**src/rtl/dmem_arb.sv**
```systemverilog
// dmem_arb: two-requester (core, DMA) arbiter for a single-port data RAM.
// One access in flight; winner is granted in ACCESS and completes after RESP.
// Ports: clk, rst (sync, active-high); core_*/dma_* request, grant, done and rdata;
// ram_we/ram_addr/ram_din to the RAM, ram_dout from it; busy when not IDLE.
// Optional macro DMEM_ARB_RR_EN: round-robin between simultaneous requests
// (default build: fixed priority, core wins).
module dmem_arb #(
  parameter int DWIDTH     = 16,
  parameter int ADDR_WIDTH = 16
) (
  input  logic                  clk,
  input  logic                  rst,
  input  logic                  core_req,
  input  logic                  core_we,
  input  logic [ADDR_WIDTH-1:0] core_addr,
  input  logic [DWIDTH-1:0]     core_wdata,
  output logic                  core_gnt,
  output logic                  core_done,
  output logic [DWIDTH-1:0]     core_rdata,
  input  logic                  dma_req,
  input  logic                  dma_we,
  input  logic [ADDR_WIDTH-1:0] dma_addr,
  input  logic [DWIDTH-1:0]     dma_wdata,
  output logic                  dma_gnt,
  output logic                  dma_done,
  output logic [DWIDTH-1:0]     dma_rdata,
  output logic                  ram_we,
  output logic [ADDR_WIDTH-1:0] ram_addr,
  output logic [DWIDTH-1:0]     ram_din,
  input  logic [DWIDTH-1:0]     ram_dout,
  output logic                  busy
);

  typedef enum logic [1:0] {
    IDLE   = 2'd0,
    ACCESS = 2'd1,
    RESP   = 2'd2
  } state_t;

  state_t state;
  state_t nxt;

  logic any_req;
  logic pick_dma;
  logic sel_dma;
  logic sel_we;
  logic win_we;

  assign any_req = core_req | dma_req;
  assign win_we  = pick_dma ? dma_we : core_we;

`ifdef DMEM_ARB_RR_EN
  // 1 = DMA was served last, so the core wins the next contention.
  logic last_dma;

  assign pick_dma = dma_req & (~core_req | ~last_dma);

  always_ff @(posedge clk) begin
    if (rst) begin
      last_dma <= 1'b1;
    end else if (state == IDLE && any_req) begin
      last_dma <= pick_dma;
    end
  end
`else
  assign pick_dma = dma_req & ~core_req;
`endif

  always_ff @(posedge clk) begin
    if (rst) begin
      state <= IDLE;
    end else begin
      state <= nxt;
    end
  end

  always_comb begin
    nxt = state;
    unique case (state)
      IDLE:    nxt = any_req ? ACCESS : IDLE;
      ACCESS:  nxt = RESP;
      RESP:    nxt = IDLE;
      default: nxt = IDLE;
    endcase
  end

  // Outputs are registered: each is loaded one edge ahead of the
  // state in which it must be visible.
  always_ff @(posedge clk) begin
    if (rst) begin
      core_gnt   <= 1'b0;
      dma_gnt    <= 1'b0;
      core_done  <= 1'b0;
      dma_done   <= 1'b0;
      core_rdata <= '0;
      dma_rdata  <= '0;
      ram_we     <= 1'b0;
      ram_addr   <= '0;
      ram_din    <= '0;
      busy       <= 1'b0;
      sel_dma    <= 1'b0;
      sel_we     <= 1'b0;
    end else begin
      core_gnt  <= 1'b0;
      dma_gnt   <= 1'b0;
      core_done <= 1'b0;
      dma_done  <= 1'b0;
      ram_we    <= 1'b0;
      busy      <= (nxt != IDLE);
      unique case (state)
        IDLE: begin
          if (any_req) begin
            sel_dma  <= pick_dma;
            sel_we   <= win_we;
            ram_we   <= win_we;
            ram_addr <= pick_dma ? dma_addr : core_addr;
            // ram_din keeps its old value across reads
            if (win_we) begin
              ram_din <= pick_dma ? dma_wdata : core_wdata;
            end
            core_gnt <= ~pick_dma;
            dma_gnt  <= pick_dma;
          end
        end
        ACCESS: begin
        end
        RESP: begin
          if (!sel_we) begin
            if (sel_dma) begin
              dma_rdata <= ram_dout;
            end else begin
              core_rdata <= ram_dout;
            end
          end
          core_done <= ~sel_dma;
          dma_done  <= sel_dma;
        end
        default: begin
        end
      endcase
    end
  end

endmodule

```
**config.mk**
```make
export PLATFORM = sky130hd
export DESIGN_NAME = dmem_arb
export DESIGN_NICKNAME = d
export VERILOG_FILES = /design/src/rtl/dmem_arb.sv
export SDC_FILE = /design/constraint.sdc
export NUM_CORES = 1
export LEC_CHECK = 0
export CAP_MARGIN = 30
export CORE_MARGIN = 10
export CORE_UTILIZATION = 42
export DETAILED_ROUTE_END_ITERATION = 10
export GPL_TIMING_DRIVEN = 0
export PLACE_DENSITY = 0.85
export SETUP_SLACK_MARGIN = 0.05
export SLEW_MARGIN = 40
export SYNTH_ARGS = -nofsm -noshare
export SYNTH_HDL_FRONTEND = slang
export SYNTH_SLANG_ARGS = --single-unit
```
**constraint.sdc**
```tcl
create_clock -name clk -period 3.1 [get_ports clk]
set_input_delay 0.93 -clock clk [delete_from_list [all_inputs] [get_ports clk]]
set_output_delay 0.93 -clock clk [all_outputs]
set_load 0.05 [all_outputs]
```
==> results.rst <==
.. list-table::
   :header-rows: 1

   * - Metric
     - Value
   * - Routed vias
     - 2,992
   * - Min Tclk post-route
     - roughly 2500 ps
   * - Fraction of final layout cells with drive strength greater than 1
     - 0.0907
   * - TritonCTS clock tree
     - done
   * - Insertion delay to the later sink of the worst-skew pair
     - 340 ps
   * - Mean instance size in the synthesized netlist
     - around 8.6 sq um
   * - Crit-path leading delay family
     - buffers and inverters
   * - Max Cap Viol
     - 0
   * - Most common library cell in the layout ignoring fill and taps
     - sky130_fd_sc_hd__clkdlybuf4s50_1
   * - Total half-perimeter wirelength after legalization and detailed placement
     - about 7.6 mm
   * - Total grt overflow
     - 0
   * - Worst-Margin Slew
     - 782 ps
   * - Placed inst area
     - 4540 sq um
   * - Routed wire length per instance
     - about 16 um
   * - Number of instances resized during post-cts repair
     - 0
   * - Cts bufs inserted
     - 9
   * - Count of routing violations after the opening detailed-route iteration
     - 100
   * - Share of the core filled with cells
     - 0.707
   * - Non-Filler Instances
     - around 590
   * - Cell chain of the critical path
     - clkdlybuf4s50_1
   * - Die height
     - around 100 um
   * - Kind of path behind the tightest hold check
     - flop to flop
   * - Slowest-stage cell, CP
     - sky130_fd_sc_hd__clkdlybuf4s50_1
   * - Number of global-route vias before repair
     - ~3k
   * - Hold buffer count at cts
     - 0
   * - Maximum number of pins on one net before global-route repair
     - 14
   * - Net count, final
     - roughly 590
   * - Setup TNS
     - 0 ps
   * - Count of mapped cells out of synthesis
     - 337
   * - Depth of the worst register-to-register path
     - 5
   * - Buffer and inverter count on the worst path
     - 1
   * - Detail Route Antenna Nets
     - 0
   * - End of the critical path
     - ram_addr[1]
   * - Leading cell types in the layout, fill and taps excluded
     - sky130_fd_sc_hd__clkdlybuf4s50_1, sky130_fd_sc_hd__nand2_1, sky130_fd_sc_hd__dfxtp_1, sky130_fd_sc_hd__a21oi_1, sky130_fd_sc_hd__nor2_1
   * - Setup repair after global routing missed its margin
     - no
   * - Remaining design rule violation count
     - 0
   * - Status
     - completed
   * - Max Slew Vio Count
     - 0
   * - Number of diodes added for antenna fixing
     - 0
   * - Clock-pin slew reported for the worst setup and hold paths after clock tree synthesis
     - approximately 80 ps
   * - Total wire length
     - a little under 10 mm
   * - Port buffer count
     - approximately 150
   * - Longest individual stage delay on the worst path
     - 830 ps
   * - Critical Path Stages
     - 1
   * - Standard cell core area
     - approximately 6800 sq um
   * - Arr. time, crit path
     - around 1500 ps
   * - Power per Cell Area
     - approximately 540 nW/um^2
   * - Type of the setup path with the least slack
     - flop to primary output
   * - Crit path launch type
     - flop
   * - Clk sinks
     - 74
   * - Buffer depth of the longest clock path
     - 2
   * - CTS H-tree depth
     - 3
   * - Worst reg-to-reg setup slack
     - about 1600 ps
   * - Upper clock frequency limit
     - just over 0.4 GHz
   * - Floorplan die area
     - approximately 11,000 sq um
   * - Boundary pin count
     - about 160
   * - Endpoints failing setup
     - 0
   * - Setup Buffers After CTS
     - 0
   * - Initial core utilization
     - 0.429
   * - Detailed Routing Iterations Pass 1
     - 4
   * - Hold WS
     - 457 ps
   * - Clock root buffer
     - sky130_fd_sc_hd__clkbuf_8
   * - Final hold vios
     - 0
   * - Synth Net Count
     - roughly 420
   * - Highest net fanout along the worst path
     - 2
   * - Initial antenna violation count
     - 0
   * - Worst max-slew margin expressed relative to the limit
     - 0.473
   * - Origin of the worst setup path
     - ram_addr[1]
   * - Gr usage total
     - 0.175
   * - Final weighted congestion in routability-driven placement
     - about 0.81
   * - Final worst-path cycle share
     - 0.791
   * - Worst reg2reg endpoint
     - dma_rdata[0]
   * - Cell area after synthesis
     - 2900 sq um
   * - First-pass GRT wire length
     - approximately 15 mm
   * - Die X-Extent
     - between 100 and 150 um
   * - Number of different library cells in the post-synthesis netlist
     - 29
   * - Setup crit end kind
     - primary output
   * - Part of the Yosys area used for sequential elements
     - 0.512
   * - #FFs+latches synth
     - 74
   * - Static leakage
     - about 1.7 nW
   * - Number of warnings issued by yosys
     - 0
   * - Post-route clock skew
     - 8.42 ps
   * - Number of standard-cell rows in the floorplan
     - 30
   * - Worst VDD drop
     - 0.249 mV
   * - P&R area growth vs syn
     - 65.1%
   * - WP data required
     - between 2000 and 2500 ps
   * - Vias per cell
     - around 5
   * - Fin area
     - roughly 4800 sq um
   * - Worst reg2reg path startpoint
     - state[1]
   * - Inst Count DP
     - approximately 570
## routing by layer
metal | track usage | vias up | routed length, um
met1 | 0.190 | 1375 | 3810
met4 | 0.0684 | 0 | 159
met5 | 0 | - | 0
li1 | - | 1482 | -
met3 | 0.0643 | 18 | 912
met2 | 0.302 | 117 | 4800
## power by group
group | leakage [nW] | switching (mW) | internal (mW)
registers | 0.606 | 0.0317 | 1.01
clock network | 0.117 | 0.362 | 0.538
logic | 0.989 | 0.372 | 0.264
total | 1.71 | 0.766 | 1.81
## how the worst min path moves through the flow
stage                        from       endpoint  slack [ps]  cells past startpoint
floorplan                 sel_dma      core_done         480                      1
global placement     dma_rdata[4]   dma_rdata[4]         440                      2
detailed placement   dma_rdata[4]   dma_rdata[4]         450                      2
CTS                  dma_rdata[4]   dma_rdata[4]         460                      2
global route        core_rdata[9]  core_rdata[9]         470                      2
finish              core_rdata[9]  core_rdata[9]         460                      2
## stage by stage
step	power, mW	worst slack, ps
final	2.58	647
after global routing	2.68	601
after CTS	2.60	637
after detailed placement	1.70	458
after global placement	1.69	521
after floorplan	1.43	1210
## cell usage after synthesis
library cell               count  share of area
sky130_fd_sc_hd__nor2_1       34          0.044
sky130_fd_sc_hd__a21oi_1      34          0.059
sky130_fd_sc_hd__nor2b_1       2         0.0043
sky130_fd_sc_hd__nor3b_2       1         0.0043
sky130_fd_sc_hd__o22ai_1      15          0.032
sky130_fd_sc_hd__o21ai_0       1         0.0017
sky130_fd_sc_hd__nor4b_1       1         0.0030
sky130_fd_sc_hd__buf_6         4          0.016
sky130_fd_sc_hd__a211oi_1     15          0.039
sky130_fd_sc_hd__and2_1        1         0.0022
sky130_fd_sc_hd__nor2_4        1         0.0039
sky130_fd_sc_hd__a311oi_1      5          0.015
sky130_fd_sc_hd__nand2b_1      1         0.0022
sky130_fd_sc_hd__a311oi_2     12          0.062
sky130_fd_sc_hd__buf_2         6          0.010
sky130_fd_sc_hd__o21a_1        1         0.0026
sky130_fd_sc_hd__nor4bb_1      1         0.0035
sky130_fd_sc_hd__dfxtp_1      74           0.51
sky130_fd_sc_hd__clkbuf_1     11          0.014
sky130_fd_sc_hd__nor3b_1       1         0.0026
sky130_fd_sc_hd__nor3_1        2         0.0035
sky130_fd_sc_hd__nand3b_1      1         0.0026
sky130_fd_sc_hd__a21boi_4      1         0.0065
sky130_fd_sc_hd__inv_1         1         0.0013
sky130_fd_sc_hd__nand2_1     103           0.13
sky130_fd_sc_hd__buf_1         1         0.0013
sky130_fd_sc_hd__and2b_1       1         0.0026
sky130_fd_sc_hd__or2_2         1         0.0022
sky130_fd_sc_hd__buf_4         5          0.013
## kinds of logic (layout without fill, tap and decap cells)
group	count (synthesis)	after routing	synth area share
AOI/OAI and AO/OA	84	84	0.218
buffers and inverters	28	198	0.0557
DFF	74	74	0.512
and+or+nand+nor	151	151	0.214
## state kept, by name, summed over array words and instances (netlist names)
signal,count
dma_rdata,16
core_gnt,1
state,2
sel_dma,1
ram_addr,16
ram_we,1
busy,1
dma_gnt,1
dma_done,1
ram_din,16
core_rdata,16
core_done,1
sel_we,1
## layout make-up
class	count	area [sq um]
fillers	553	1980
repair buffers	154	1540
flip-flops and latches	74	1480
multi-input cells	235	1250
plain buffers	27	158
clock buffers	10	128
clock inverters	6	115
well taps	80	100
inverters	1	3.75
Power figures use the tool's default switching activity.
